File: src/rtl/adder_arbiter_pkg.sv
// Shared definitions for the round-robin adder arbiter: FSM encoding and
// the priority pointer reset value.
package adder_arbiter_pkg;

  typedef enum logic [1:0] {
    ST_IDLE    = 2'd0,
    ST_COMPUTE = 2'd1,
    ST_RESPOND = 2'd2
  } arb_state_e;

  localparam int unsigned PRIO_PTR_RST = 0;

endpackage

File: src/rtl/adder_arbiter_adder.sv
// Plain modular adder shared by all requesters; no carry out.
module ADDER #(
  parameter int DATA_WIDTH = 32
) (
  input  logic [DATA_WIDTH-1:0] a_i,
  input  logic [DATA_WIDTH-1:0] b_i,
  output logic [DATA_WIDTH-1:0] sum_o
);

  assign sum_o = a_i + b_i;

endmodule

File: src/rtl/adder_arbiter_rr_grant.sv
// Combinational round-robin search: first valid index at or above ptr_i,
// wrapping modulo NUM_REQ.
module rr_grant #(
  parameter int NUM_REQ  = 4,
  parameter int ID_WIDTH = 2
) (
  input  logic [NUM_REQ-1:0]  valid_i,
  input  logic [ID_WIDTH-1:0] ptr_i,
  output logic [NUM_REQ-1:0]  grant_o,
  output logic [ID_WIDTH-1:0] idx_o,
  output logic                any_o
);

  logic [ID_WIDTH:0]   pos_sum;
  logic [ID_WIDTH-1:0] pos;

  // Walk from the lowest priority offset down so the nearest hit wins last.
  always_comb begin
    grant_o = '0;
    idx_o   = '0;
    any_o   = |valid_i;
    pos_sum = '0;
    pos     = '0;
    for (int k = NUM_REQ - 1; k >= 0; k--) begin
      pos_sum = {1'b0, ptr_i} + (ID_WIDTH + 1)'(k);
      if (pos_sum >= (ID_WIDTH + 1)'(NUM_REQ)) begin
        pos_sum = pos_sum - (ID_WIDTH + 1)'(NUM_REQ);
      end
      pos = pos_sum[ID_WIDTH-1:0];
      if (valid_i[pos]) begin
        grant_o      = '0;
        grant_o[pos] = 1'b1;
        idx_o        = pos;
      end
    end
  end

endmodule

File: src/rtl/adder_arbiter.sv
// One shared ADDER serving NUM_REQ requesters round-robin through a fixed
// accept / compute / respond sequence with a registered, tagged result.
module adder_arbiter
  import adder_arbiter_pkg::*;
#(
  parameter int DATA_WIDTH = 32,
  parameter int NUM_REQ    = 4,
  parameter int ID_WIDTH   = 2
) (
  input  logic                          clock_in,
  input  logic                          reset_in,
  input  logic [NUM_REQ-1:0]            req_valid_in,
  input  logic [NUM_REQ*DATA_WIDTH-1:0] req_a_in,
  input  logic [NUM_REQ*DATA_WIDTH-1:0] req_b_in,
  output logic [NUM_REQ-1:0]            req_ready_out,
  output logic                          rsp_valid_out,
  output logic [ID_WIDTH-1:0]           rsp_id_out,
  output logic [DATA_WIDTH-1:0]         rsp_data_out,
  input  logic                          rsp_ready_in
);

  arb_state_e            state_q;
  logic [ID_WIDTH-1:0]   prio_ptr_q, prio_ptr_d;
  logic [DATA_WIDTH-1:0] a_q, b_q;
  logic [ID_WIDTH-1:0]   id_q;
  logic                  rsp_valid_q;
  logic [ID_WIDTH-1:0]   rsp_id_q;
  logic [DATA_WIDTH-1:0] rsp_data_q;

  logic [NUM_REQ-1:0]    grant;
  logic [ID_WIDTH-1:0]   grant_idx;
  logic                  grant_any;
  logic [DATA_WIDTH-1:0] sum;

  rr_grant #(
    .NUM_REQ  (NUM_REQ),
    .ID_WIDTH (ID_WIDTH)
  ) u_rr_grant (
    .valid_i (req_valid_in),
    .ptr_i   (prio_ptr_q),
    .grant_o (grant),
    .idx_o   (grant_idx),
    .any_o   (grant_any)
  );

  ADDER #(
    .DATA_WIDTH (DATA_WIDTH)
  ) u_adder (
    .a_i   (a_q),
    .b_i   (b_q),
    .sum_o (sum)
  );

  assign prio_ptr_d = (grant_idx == ID_WIDTH'(NUM_REQ - 1)) ? '0 : grant_idx + 1'b1;

  // Reset gates the grant directly so ready is low while reset is held.
  assign req_ready_out = (state_q == ST_IDLE && !reset_in) ? grant : '0;
  assign rsp_valid_out = rsp_valid_q;
  assign rsp_id_out    = rsp_id_q;
  assign rsp_data_out  = rsp_data_q;

  always_ff @(posedge clock_in or posedge reset_in) begin
    if (reset_in) begin
      state_q     <= ST_IDLE;
      prio_ptr_q  <= ID_WIDTH'(PRIO_PTR_RST);
      a_q         <= '0;
      b_q         <= '0;
      id_q        <= '0;
      rsp_valid_q <= 1'b0;
      rsp_id_q    <= '0;
      rsp_data_q  <= '0;
    end else begin
      case (state_q)
        ST_IDLE: begin
          if (grant_any) begin
            a_q        <= req_a_in[grant_idx*DATA_WIDTH +: DATA_WIDTH];
            b_q        <= req_b_in[grant_idx*DATA_WIDTH +: DATA_WIDTH];
            id_q       <= grant_idx;
            prio_ptr_q <= prio_ptr_d;
            state_q    <= ST_COMPUTE;
          end
        end
        ST_COMPUTE: begin
          rsp_data_q  <= sum;
          rsp_id_q    <= id_q;
          rsp_valid_q <= 1'b1;
          state_q     <= ST_RESPOND;
        end
        ST_RESPOND: begin
          if (rsp_ready_in) begin
            rsp_valid_q <= 1'b0;
            state_q     <= ST_IDLE;
          end
        end
        default: state_q <= ST_IDLE;
      endcase
    end
  end

endmodule

File: config.mk
export PLATFORM = sky130hd
export DESIGN_NAME = adder_arbiter
export DESIGN_NICKNAME = d
export VERILOG_FILES = /design/src/rtl/adder_arbiter_pkg.sv /design/src/rtl/adder_arbiter_adder.sv /design/src/rtl/adder_arbiter_rr_grant.sv /design/src/rtl/adder_arbiter.sv
export SDC_FILE = /design/constraint.sdc
export NUM_CORES = 1
export LEC_CHECK = 0
export ABC_AREA = 1
export BUFFER_PORTS_ARGS = -buffer_cell sky130_fd_sc_hd__buf_2
export CELL_PAD_IN_SITES_DETAIL_PLACEMENT = 0
export CELL_PAD_IN_SITES_GLOBAL_PLACEMENT = 1
export CORE_ASPECT_RATIO = 1.4
export CORE_MARGIN = 1
export CORE_UTILIZATION = 33
export CTS_CLUSTER_SIZE = 12
export DETAILED_ROUTE_END_ITERATION = 6
export MAX_ROUTING_LAYER = met4
export PLACE_DENSITY = 0.87
export SLEW_MARGIN = 25
export SYNTH_ARGS = -nofsm -noshare
export SYNTH_HDL_FRONTEND = slang
export SYNTH_SLANG_ARGS = --single-unit
File: constraint.sdc
create_clock -name clock_in -period 4.3 [get_ports clock_in]
set_clock_uncertainty 0.2 [all_clocks]
set_input_delay 0.215 -clock clock_in [delete_from_list [all_inputs] [get_ports clock_in]]
set_output_delay 0.215 -clock clock_in [all_outputs]
set_load 0.1 [all_outputs]
Word-level counts from Yosys, hierarchy flattened
Cells that the tools add are included.

Register bits: 105. Bits of input ports: 263. Output and inout bits: 39. Word-level logic and storage cells: 83.

$add $sub $neg: 9. Magnitude comparators: 12. Equal/unequal tests: 5. Shifts and indexed selects: 2. Mux-type cells: 35. Reduce and logical (&&, ||, !) cells: 12.

Operators with widths (number): $shiftx 128x8->32 (2); $add 32x32->32 (1); $mux 2 (11); $mux 4 (5); $lt 2x3->1 const B (4); $ge 3x3->1 const B (3); $mux 1 (9); $bmux 1 s2 (4); $demux 1 s2 (4); $ge 2x1->1 const B (4); $sub 2x1->2 const B (4); $add 2x2->3 const B (2); $pmux 2 s3 (1); $reduce_and 2->1 (3); $logic_and 1x1->1 (5); $eq 2x2->1 const B (2); $ne 2x2->1 const B (2); $reduce_or 4->1 (1); $add 2x1->3 const B (1); $ge 2x3->1 const B (1); $add 2x1->2 const B (1); $eq 2x1->1 const B (1); $logic_not 2->1 (1); $pmux 1 s2 (1); other kinds (2) (2).

Depth between registers and ports, before layout
Gate-level depths: netlist (run 1).

Depth after elaboration: 12. Mapped depth: 18.

Modules after synthesis
A second synthesis (run 1) with hierarchy kept.

Cells, all modules: 1642. Area total of the unflattened synthesis: 9405.3 µm².

Modules (own cells, without submodules): adder_arbiter (instances 1, cells an instance 1064, area an instance 6531.3 µm²); ADDER (instances 1, cells an instance 494, area an instance 2384.8 µm²); rr_grant (instances 1, cells an instance 84, area an instance 489.2 µm²).

Worst setup path after synthesis (run 1)
No wires, ideal clock.

Path type: register -> output. Start: register prio_ptr_q[0]. End: output req_ready_out[3]. Arrival: 2.985 ns. Setup slack: 0.900 ns. Stages on the path, launching flop included: 13. Buffers on the path: 1. Cell sequence: dfrtp_1 -> buf_4 -> inv_4 -> ha_1 -> inv_1 -> nand2_1 -> nand2_1 -> nand2_2 -> o21ai_0 -> o21ai_0 -> nand2_1 -> nand2_1 -> a21oi_1.

Longest elaborated chain between the ends: 12.

Ends and longest elaborated chain: from (decl) (line adder_arbiter.sv:23) `logic [ID_WIDTH-1:0] prio_ptr_q, prio_ptr_d;`; from (signal assigned) (line adder_arbiter.sv:65) `prio_ptr_q <= ID_WIDTH'(PRIO_PTR_RST);`; from (signal assigned) (line adder_arbiter.sv:79) `prio_ptr_q <= prio_ptr_d;`; $add 2x2->3 (line adder_arbiter_rr_grant.sv:25) `pos_sum = {1'b0, ptr_i} + (ID_WIDTH + 1)'(k);`; $ge 3x3->1 / $sub 2x1->2 (equally long branches) (line adder_arbiter_rr_grant.sv:26, adder_arbiter_rr_grant.sv:27); $mux 2 (line adder_arbiter_rr_grant.sv:26) `if (pos_sum >= (ID_WIDTH + 1)'(NUM_REQ)) begin`; $lt 2x3->1 (implied by the code) / $ge 2x1->1 (equally long branches) (line adder_arbiter_rr_grant.sv:32) `grant_o[pos] = 1'b1;`; $logic_and 1x1->1 (implied by the code) (line adder_arbiter_rr_grant.sv:32); $mux 1 (implied by the code) (line adder_arbiter_rr_grant.sv:32); $demux 1 s2; $mux 4 (3 in series) (line adder_arbiter_rr_grant.sv:30) `if (valid_i[pos]) begin`; $mux 4 (*) (line adder_arbiter_rr_grant.sv:30); $mux 4 (*) (line adder_arbiter.sv:57) `assign req_ready_out = (state_q == ST_IDLE && !reset_in) ? grant : '0;`; to (decl) (line adder_arbiter.sv:15) `output logic [NUM_REQ-1:0] req_ready_out,`.

Every way passes the cells marked *; elsewhere a longest branch is shown, timed or not. The select of a mux whose other input is x is not followed.

Worst setup path in the final report (run 1)
Start: register prio_ptr_q[1]. End: register a_q[31].

Longest elaborated chain between the ends: 10.

Ends and longest elaborated chain: $add 2x2->3 (line adder_arbiter_rr_grant.sv:25); $ge 3x3->1 / $sub 2x1->2 (equally long branches) (line adder_arbiter_rr_grant.sv:26, adder_arbiter_rr_grant.sv:27); $mux 2 (line adder_arbiter_rr_grant.sv:26); $bmux 1 s2 (line adder_arbiter_rr_grant.sv:30); $mux 1 (implied by the code) (line adder_arbiter_rr_grant.sv:30); $mux 2 (3 in series) (line adder_arbiter_rr_grant.sv:30); $mux 2 (*) (line adder_arbiter_rr_grant.sv:30); $shiftx 128x8->32 (*) (line adder_arbiter.sv:76) `a_q <= req_a_in[grant_idx*DATA_WIDTH +: DATA_WIDTH];`; to (signal assigned) (line adder_arbiter.sv:76); to (decl) (line adder_arbiter.sv:24) `logic [DATA_WIDTH-1:0] a_q, b_q;`.

Marked as above. A chain may end at the register's enable or synchronous reset.

==> results.yml, run 1 <==
setup_path:
  end_kind: "flop"
  crit_arrival_ns: 3.96
  crit_chain: "inv_1 > ha_1 > inv_1 > nand3_2 > nand2_2 > inv_2 > nand3_1 > nand2_2 > inv_4 > buf_12 > nor2_1 > o211ai_1 > dlygate4sd3_1 > nand3_1 > dlygate4sd3_1"
  startpoint_type: "flop"
  slowest_delay_ns: 0.59
  cp_slowest_cell: "dlygate4sd3_1"
  cp.required_ns: 4.35
  crit_fanout: 36
  path_class: "reg -> reg"
floorplanning:
  fp.dieH_um: 201.4
  num_io_pins: 302
  dieArea_um2: 29080
  core-area_um2: 27750
  rows: 72
  start_util_pct: 33.77
  die_width_um: 144.4
drt:
  drt_iter0_drc: 651
  first_pass_iters: 7
  vias: 10370
  drtAntennaViolNets: 0
  drt_wl_total_um: 30890
  via_per_inst: 4.748
  wire_per_inst_um: 14.14
  route.detailed.drc: 0
place:
  port_buffers: 301
  gp_routability_congestion: 0.8865
  dp_hpwl_um: 24530
status:
  outcome: "finished, final reports clean"
logic_synthesis:
  synth_compound_area_share_pct: 5.970
  seq_area_frac_synth_pct: 28.04
  synthSimpleGateAreaFrac_pct: 44.99
  synth_top_area_cell: "dfrtp_1"
  mappedNetlistArea_um2: 9369
  synth.area.mux_share_pct: 0
  synth.top_cell.area_share_pct: 28.04
  ys_warn_count: 0
  yosys.cell_types.count: 34
  synth_xor_area_share_pct: 1.028
  synthCells: 1547
  ys_top_cells_by_area: "dfrtp_1 28%, nand2_1 23%, nand3_1 13%, inv_1 10%, nand3b_1 5.3%"
  synth_fa_ha_area_share_pct: 5.422
  synth.net_count: 1850
  syn_avg_cell_area_um2: 6.056
  synth_seq_cells: 105
  synth_top_family_by_area: "simple AND/OR/NAND/NOR gates"
clock_tree:
  insertion_delay_ns: 0.37
  cts_buffers: 9
  cts_tree: "yes"
  path_clk_slew_ns: 0.08
  clk_path_buf_depth: 2
  cts_root_buf: "clkbuf_16"
  clock-sinks: 105
  cts.htree.levels: 3
  postCtsSetupBuffers: 0
sta:
  finalCriticalPeriod_ns: 3.912
  drv_slew: 0
  post-route-period-util_pct: 90.97
  worstMarginPinSlew_ns: 0.8414
  tns_ns: 0
  max_slew_margin_pct: 43.91
  hold_viol_final: 0
  setup_viol: 0
  rsz0062_at_grt: "false"
  fmax_mhz: 255.6
run:
  drv_cap: 0
grt:
  grt_usage_pct: 22.28
  grt_pass1_vias: 9908
  antenna_found_initial: 0
  grt_start_max_net_pins: 126
  grt_overflow: 0
  grt_pass1_wl_um: 49620
layout:
  n_fill_cell: 3115
  drive_gt1_share_pct: 19.40
  areaGrowthSynthToFinish_pct: 22.96
  insertedDiodeCount: 0
  num-nets-final: 2112
min_path:
  hold_class: "in -> reg"
-- metrics by stage --
stage          cells  util (%)  instance area (µm²)  hold WS, ns  worst slack (ns)
2_1_floorplan   1547         -                 9369       0.1222            0.8997
3_3_place_gp    2160     40.11                11130     -0.09053             1.186
3_5_place_dp    2160     40.11                11130     -0.09170             1.115
4_1_cts         2184     41.47                11510      0.03079            0.1625
5_1_grt         2184     41.52                11520      0.07243            0.1511
6_report        2184     41.52                11520      0.03752            0.3882
-- cells in the mapped netlist, drive strengths merged --
library cell	count
a21o	3
a21oi	42
a31oi	4
buf	42
clkbuf	31
dfrtp	105
fa	1
ha	39
inv	256
nand2	581
nand3	243
nand3b	66
nand4	4
nor2	57
nor3	6
nor4	2
o211ai	5
o21a	4
o21ai	38
o21bai	3
o221ai	1
o22ai	2
or2	1
xnor2	8
xor2	3
-- state kept, by name, indices dropped and copies added, names as in the netlist --
register / count
a_q: 32
b_q: 32
id_q: 2
prio_ptr_q: 2
rsp_data_out: 32
rsp_id_out: 2
rsp_valid_out: 1
state_q: 2
-- layout by cell type, fill, tap and decap left out, types with 3 or more instances in the layout --
master and instances:
ha_1 39, xnor2_1 8, buf_12 5, o21bai_1 3, nand2_1 574, nand4_1 4
clkbuf_16 9, xor2_1 3, buf_2 301, nand3_1 242, o21a_1 4, nor3_1 6
nor2_1 55, dfrtp_1 104, nand2_2 4, a21oi_1 42, a21o_1 3, nand3b_1 66
inv_2 5, dlygate4sd3_1 8, buf_4 10, a31oi_1 4, o211ai_1 5, inv_4 3
o21ai_0 37, inv_1 248
-- cells by family after synthesis --
| logic type | after synthesis |
|---|---|
| AO/OA/AOI/OAI | 102 |
| AND/OR/NAND/NOR | 960 |
| buffers and inverters | 329 |
| flip-flops | 105 |
| XOR/XNOR | 11 |
| adder cells (fa/ha/maj) | 40 |
-- final timing paths --
check	from	endpoint	slack (ns)	cells past startpoint
max in group asynchronous	reset_in	prio_ptr_q[0]	2.78	4
worst min-delay path	req_b_in[102]	b_q[6]	0.04	7
worst max register to register	prio_ptr_q[1]	a_q[31]	0.39	15
min in group asynchronous	reset_in	rsp_id_out[0]	0.08	3
worst max-delay path	prio_ptr_q[1]	a_q[31]	0.39	15
worst min register to register	rsp_data_out[18]	rsp_data_out[18]	0.28	2
-- repair_timing --
item,4_1_cts,5_1_grt
endpoints found under the hold margin,44,0
hold buffers,8,0
setup endpoints to repair,0,2
gates resized for setup,0,4
-- critical path: cells and delay by family, from the launching register on --
| kind | cells | cell delay, ns |
|---|---|---|
| buf+inv | 7 | 2.08 |
| simple gates | 6 | 0.55 |
| flops | 1 | 0.46 |
| fa+ha+maj | 1 | 0.31 |
| compound gates | 1 | 0.15 |
-- layer usage --
metal / up-vias / share of wire, % / track usage, %
met5: - / 0 / -
met4: 0 / 2.6 / 7.218
met3: 49 / 4.3 / 2.285
met2: 299 / 48 / 36.26
met1: 4658 / 45 / 28.64
li1: 5363 / - / -
-- final cells by class --
class                      count  area (µm²)  share of cell area [%]
sequential                   105        2629                   22.82
clock inverter                 7       72.57                  0.6300
inverter                     256       968.4                   8.407
tap                          370       462.9                   4.019
clock buffer                   9       225.2                   1.955
multi-input combinational   1113        5400                   46.88
timing repair buffer         324        1762                   15.29
Power of run 1 is left out: the tool's default activity adds up to more than one toggle a clock period on the data nets, which glitch-free logic cannot reach.
==> inputs of run 2 (changes only) <==
--- a/config.mk
+++ b/config.mk
@@ -12,6 +12,7 @@
 export CORE_ASPECT_RATIO = 1.4
 export CORE_MARGIN = 1
 export CORE_UTILIZATION = 33
+export CTS_BUF_LIST = sky130_fd_sc_hd__clkbuf_4
 export CTS_CLUSTER_SIZE = 12
 export DETAILED_ROUTE_END_ITERATION = 6
 export MAX_ROUTING_LAYER = met4
==> run 2 against run 1 <==
Setup slack worse by 0.18 ns. Design area up 15%. Routed wire length up 4.7%. Sequential share of layout area down 2.9 points. Utilization up 6.1 points. Die area unchanged. Fmax down 4.4%.
==> results.yml, run 2 (synthesis results as in run 1) <==
clock_tree:
  insertion_delay_ns: 0.51
  cts_buffers: 9
  path_clk_slew_ns: 0.18
  cts_root_buf: "clkbuf_4"
  cts_tree: "yes"
  postCtsSetupBuffers: 0
  cts.htree.levels: 3
  clk_path_buf_depth: 2
  clock-sinks: 105
place:
  placed_cells: 2160
  gp_routability_congestion: 0.8865
  port_buffers: 301
  dp_hpwl_um: 24530
  post-place-ws_ns: 1.115
setup_path:
  end_kind: "flop"
  path_class: "reg -> reg"
  cp.required_ns: 4.51
  crit_arrival_ns: 4.30
  startpoint_type: "flop"
  crit_fanout: 36
layout:
  final_cell_mix: "574 x nand2_1, 301 x buf_2, 248 x inv_1"
  multi_input_area_um2: 5400
  drive_gt1_share_pct: 17.63
  final_common_cell: "nand2_1"
  final_cells: 2368
  n_fill_cell: 2960
  areaGrowthSynthToFinish_pct: 40.91
  final-seq-area_um2: 2629
  num-nets-final: 2295
sta:
  fmax_mhz: 244.5
  setup_viol: 0
  rsz0062_at_grt: "true"
  hold_viol_final: 0
  post-route-period-util_pct: 95.13
  final.setup.worst_slack_ns: 0.2093
  finalCriticalPeriod_ns: 4.091
  worstMarginPinSlew_ns: 0.8319
  drv_slew: 0
  max_slew_margin_pct: 44.54
floorplanning:
  die_width_um: 144.4
  fp.dieH_um: 201.4
  core-area_um2: 27750
  num_io_pins: 302
  dieArea_um2: 29080
  rows: 72
  start_util_pct: 33.77
drt:
  vias: 11200
  drt_iter0_drc: 636
  drt_wl_total_um: 32320
  first_pass_iters: 5
  via_per_inst: 4.728
  drtAntennaViolNets: 0
  wire_per_inst_um: 13.65
  route.detailed.drc: 0
grt:
  grt_usage_pct: 23.30
  grt_overflow: 0
  grt_pass1_wl_um: 52550
  grt_start_max_net_pins: 126
  grt_pass1_vias: 10860
  antenna_found_initial: 1
min_path:
  hold_class: "in -> reg"
status:
  outcome: "finished, final reports clean"
run:
  drv_cap: 0
==> run 2: cell types whose count changed in the layout (fill, tap and decap cells not counted) <==
cell	change
buf_16	+1
inv_4	-1
clkbuf_16	-9
inv_2	+1
buf_12	-1
clkbuf_4	+9
diode_2	+1
dlygate4sd3_1	+183
==> run 2: through the flow <==
stage | utilization, % | hold slack [ns] | area, µm² | TNS [ns]
final | 47.58 | 0.02726 | 13200 | 0
after global routing | 47.58 | 0.04063 | 13200 | -0.03561
after global placement | 40.11 | -0.09053 | 11130 | 0
after detailed placement | 40.11 | -0.09170 | 11130 | 0
after floorplan | - | 0.1222 | 9369 | 0
after CTS | 47.51 | 0.001336 | 13180 | 0
==> run 2: worst paths after layout <==
kind / from / end / slack (ns) / depth (start not counted)
hold / removal: req_a_in[50] / a_q[18] / 0.03 / 7
hold reg to reg: rsp_data_out[18] / rsp_data_out[18] / 0.30 / 2
min in group asynchronous: reset_in / rsp_id_out[0] / 0.51 / 4
max in group asynchronous: reset_in / b_q[19] / 2.36 / 5
setup / recovery: prio_ptr_q[1] / a_q[31] / 0.21 / 15
setup reg to reg: prio_ptr_q[1] / a_q[31] / 0.21 / 15
==> run 2: area by class of cell <==
class | instances | area share [%]
diodes | 1 | 0.01896
clock buffers | 9 | 0.5118
clock inverters | 7 | 0.5497
inverters | 256 | 7.317
multi-input cells | 1113 | 40.91
flip-flops and latches | 105 | 19.91
well taps | 370 | 3.507
repair buffers | 507 | 27.28
==> run 2: worst max-delay path, cell delays in order, from the launching register on <==
cell           delay [ns]
dfrtp_1              0.50
inv_1                0.24
ha_1                 0.31
inv_1                0.09
nand3_2              0.09
nand2_2              0.09
inv_2                0.08
nand3_1              0.10
nand2_2              0.08
inv_2                0.42
buf_12               0.27
nor2_1               0.11
o211ai_1             0.15
dlygate4sd3_1        0.58
nand3_1              0.06
dlygate4sd3_1        0.56
==> run 2: layer usage <==
layer / GRT usage, % / vias to the layer above / wire length, µm
li1: - / 5720 / -
met1: 29.11 / 5104 / 14080
met2: 39.29 / 321 / 16140
met3: 1.928 / 51 / 1262
met4: 7.406 / 0 / 841
met5: - / - / 0
==> run 2: timing repair <==
action	4_1_cts	5_1_grt
endpoints found under the setup margin	0	58
gates resized for setup	0	3
hold buffers	191	0
hold endpoints to repair	170	0
Power of run 2 is left out for the same reason.
==> inputs of run 3 (changes only) <==
--- a/config.mk
+++ b/config.mk
@@ -17,6 +17,7 @@
 export DETAILED_ROUTE_END_ITERATION = 6
 export MAX_ROUTING_LAYER = met4
 export PLACE_DENSITY = 0.87
+export SETUP_SLACK_MARGIN = 0.4
 export SLEW_MARGIN = 25
 export SYNTH_ARGS = -nofsm -noshare
 export SYNTH_HDL_FRONTEND = slang
==> constraint.sdc (replaced) <==
create_clock -name clock_in -period 4.3 [get_ports clock_in]
set_clock_uncertainty 0.2 [all_clocks]
set_input_delay 0.43 -clock clock_in [delete_from_list [all_inputs] [get_ports clock_in]]
set_output_delay 0.43 -clock clock_in [all_outputs]
set_load 0.1 [all_outputs]
==> run 3 against run 2 <==
Count of clock-buffer cells in the layout up 1. Via count shrank 7.4%. Die area is the same. First-iteration DRC count shrank 8.0%. Cell count down 7.9%. Critical path depth is 3 lower. Setup slack gained 0.48 ns. Fmax is 13% higher. Utilization down 6.9 points. Routed wire length decreased by 4.8%. Critical path type is now reg -> out. Critical endpoint is now req_ready_out[3]. Highest routed layer unchanged.
==> results.yml, run 3 (synthesis results as in run 1) <==
drt:
  vias: 10370
  first_pass_iters: 5
  route.detailed.drc: 0
  drtAntennaViolNets: 0
  wire_per_inst_um: 14.11
  drt_iter0_drc: 585
  via_per_inst: 4.754
  drt_wl_total_um: 30770
setup_path:
  path_depth: 12
  crit_arrival_ns: 2.98
  startpoint_type: "flop"
  path_class: "reg -> out"
  cp_common_cell: "nand2_1"
  critPathBufInv: 3
  slowest_delay_ns: 0.68
  crit_start: "prio_ptr_q[0]"
  crit_fanout: 12
  cp.required_ns: 3.67
  end_kind: "primary output"
  cp_slowest_cell: "dfrtp_1"
  cp_top_family: "flip-flops"
  r2r_start: "prio_ptr_q[0]"
  crit_chain: "inv_4 > ha_1 > inv_1 > nand2_1 > nand2_1 > nand2_2 > o21ai_0 > o21ai_0 > nand2_1 > nand2_1 > a21oi_1 > buf_2"
  reg2reg_depth: 14
sta:
  tns_ns: 0
  worstMarginPinSlew_ns: 0.7422
  post-route-period-util_pct: 84.02
  finalCriticalPeriod_ns: 3.613
  rsz0062_at_grt: "false"
  drv_slew: 0
  final.setup.worst_slack_ns: 0.6870
  setup_viol: 0
  max_slew_margin_pct: 50.52
  fmax_mhz: 276.8
  worst_hold_slack_ns: 0.05827
  hold_viol_final: 0
grt:
  grt_usage_pct: 22.38
  grt_overflow: 0
  grt_pass1_vias: 10240
  antenna_found_initial: 1
  grt_start_max_net_pins: 126
  grt_pass1_wl_um: 50000
layout:
  final_cells: 2181
  final_cell_mix: "574 x nand2_1, 301 x buf_2, 248 x inv_1"
  num-nets-final: 2109
  drive_gt1_share_pct: 19.34
  areaGrowthSynthToFinish_pct: 20.47
  final_common_cell: "nand2_1"
status:
  outcome: "finished, final reports clean"
place:
  placed_cells: 2160
  dp_hpwl_um: 24270
  post-place-ws_ns: 1.060
  gp_routability_congestion: 0.8937
  port_buffers: 301
floorplanning:
  start_util_pct: 33.77
  fp.dieH_um: 201.4
  dieArea_um2: 29080
  num_io_pins: 302
  core-area_um2: 27750
  rows: 72
  die_width_um: 144.4
clock_tree:
  cts_buffers: 9
  cts_root_buf: "clkbuf_4"
  cts.htree.levels: 3
  cts_tree: "yes"
  clock-sinks: 105
  clk_path_buf_depth: 2
  insertion_delay_ns: 0.50
  path_clk_slew_ns: 0.16
min_path:
  hold_class: "in -> reg"
  min_path_cells: 3
  hold_start: "req_a_in[95]"
run:
  drv_cap: 0
run 3: changes by cell type in the layout (fill, tap and decap cells not counted), moves of 2 or more:
cell and change:
inv_8 -2, clkinv_2 +2, clkinv_4 -2, buf_4 +3, buf_12 -2, dlygate4sd3_1 -186
run 3: final timing paths:
path,to,slack (ns)
setup / recovery,req_ready_out[3],0.69
hold / removal,a_q[31],0.06
setup reg to reg,b_q[29],0.70
hold reg to reg,rsp_data_out[21],0.29
max in group asynchronous,b_q[19],2.60
min in group asynchronous,id_q[0],0.38
run 3: tightest hold or removal path, cell delays in order:
cell and delay (ns):
buf_2 0.12, o211ai_1 0.10, nand3_1 0.09
run 3: layer usage:
layer	vias to the layer above	GRT usage (%)	wire length (µm)
li1	5353	-	-
met1	4695	27.54	13520
met2	281	37.86	15230
met3	39	2.380	1279
met4	0	7.105	735
met5	-	-	0
run 3: final cells by class:
| type | instances | area, µm² |
|---|---|---|
| antenna | 1 | 2.502 |
| clock buffer | 10 | 75.07 |
| clock inverter | 5 | 56.30 |
| fill | 3166 | 16460 |
| inverter | 256 | 968.4 |
| multi-input combinational | 1113 | 5400 |
| sequential | 105 | 2628 |
| tap | 370 | 462.9 |
| timing repair buffer | 321 | 1694 |
run 3: through the flow:
stage / util, % / instance area, µm²
after floorplan: - / 9369
after global placement: 39.98 / 11090
after detailed placement: 39.98 / 11090
after CTS: 40.63 / 11270
after global routing: 40.68 / 11290
final: 40.68 / 11290
run 3: timing repair:
action	in CTS	in global routing
resized for setup	0	1
endpoints found under the hold margin	76	0
setup buffers	0	0
hold buffers	5	0
endpoints found under the setup margin	0	1
Power of run 3 is left out for the same reason.
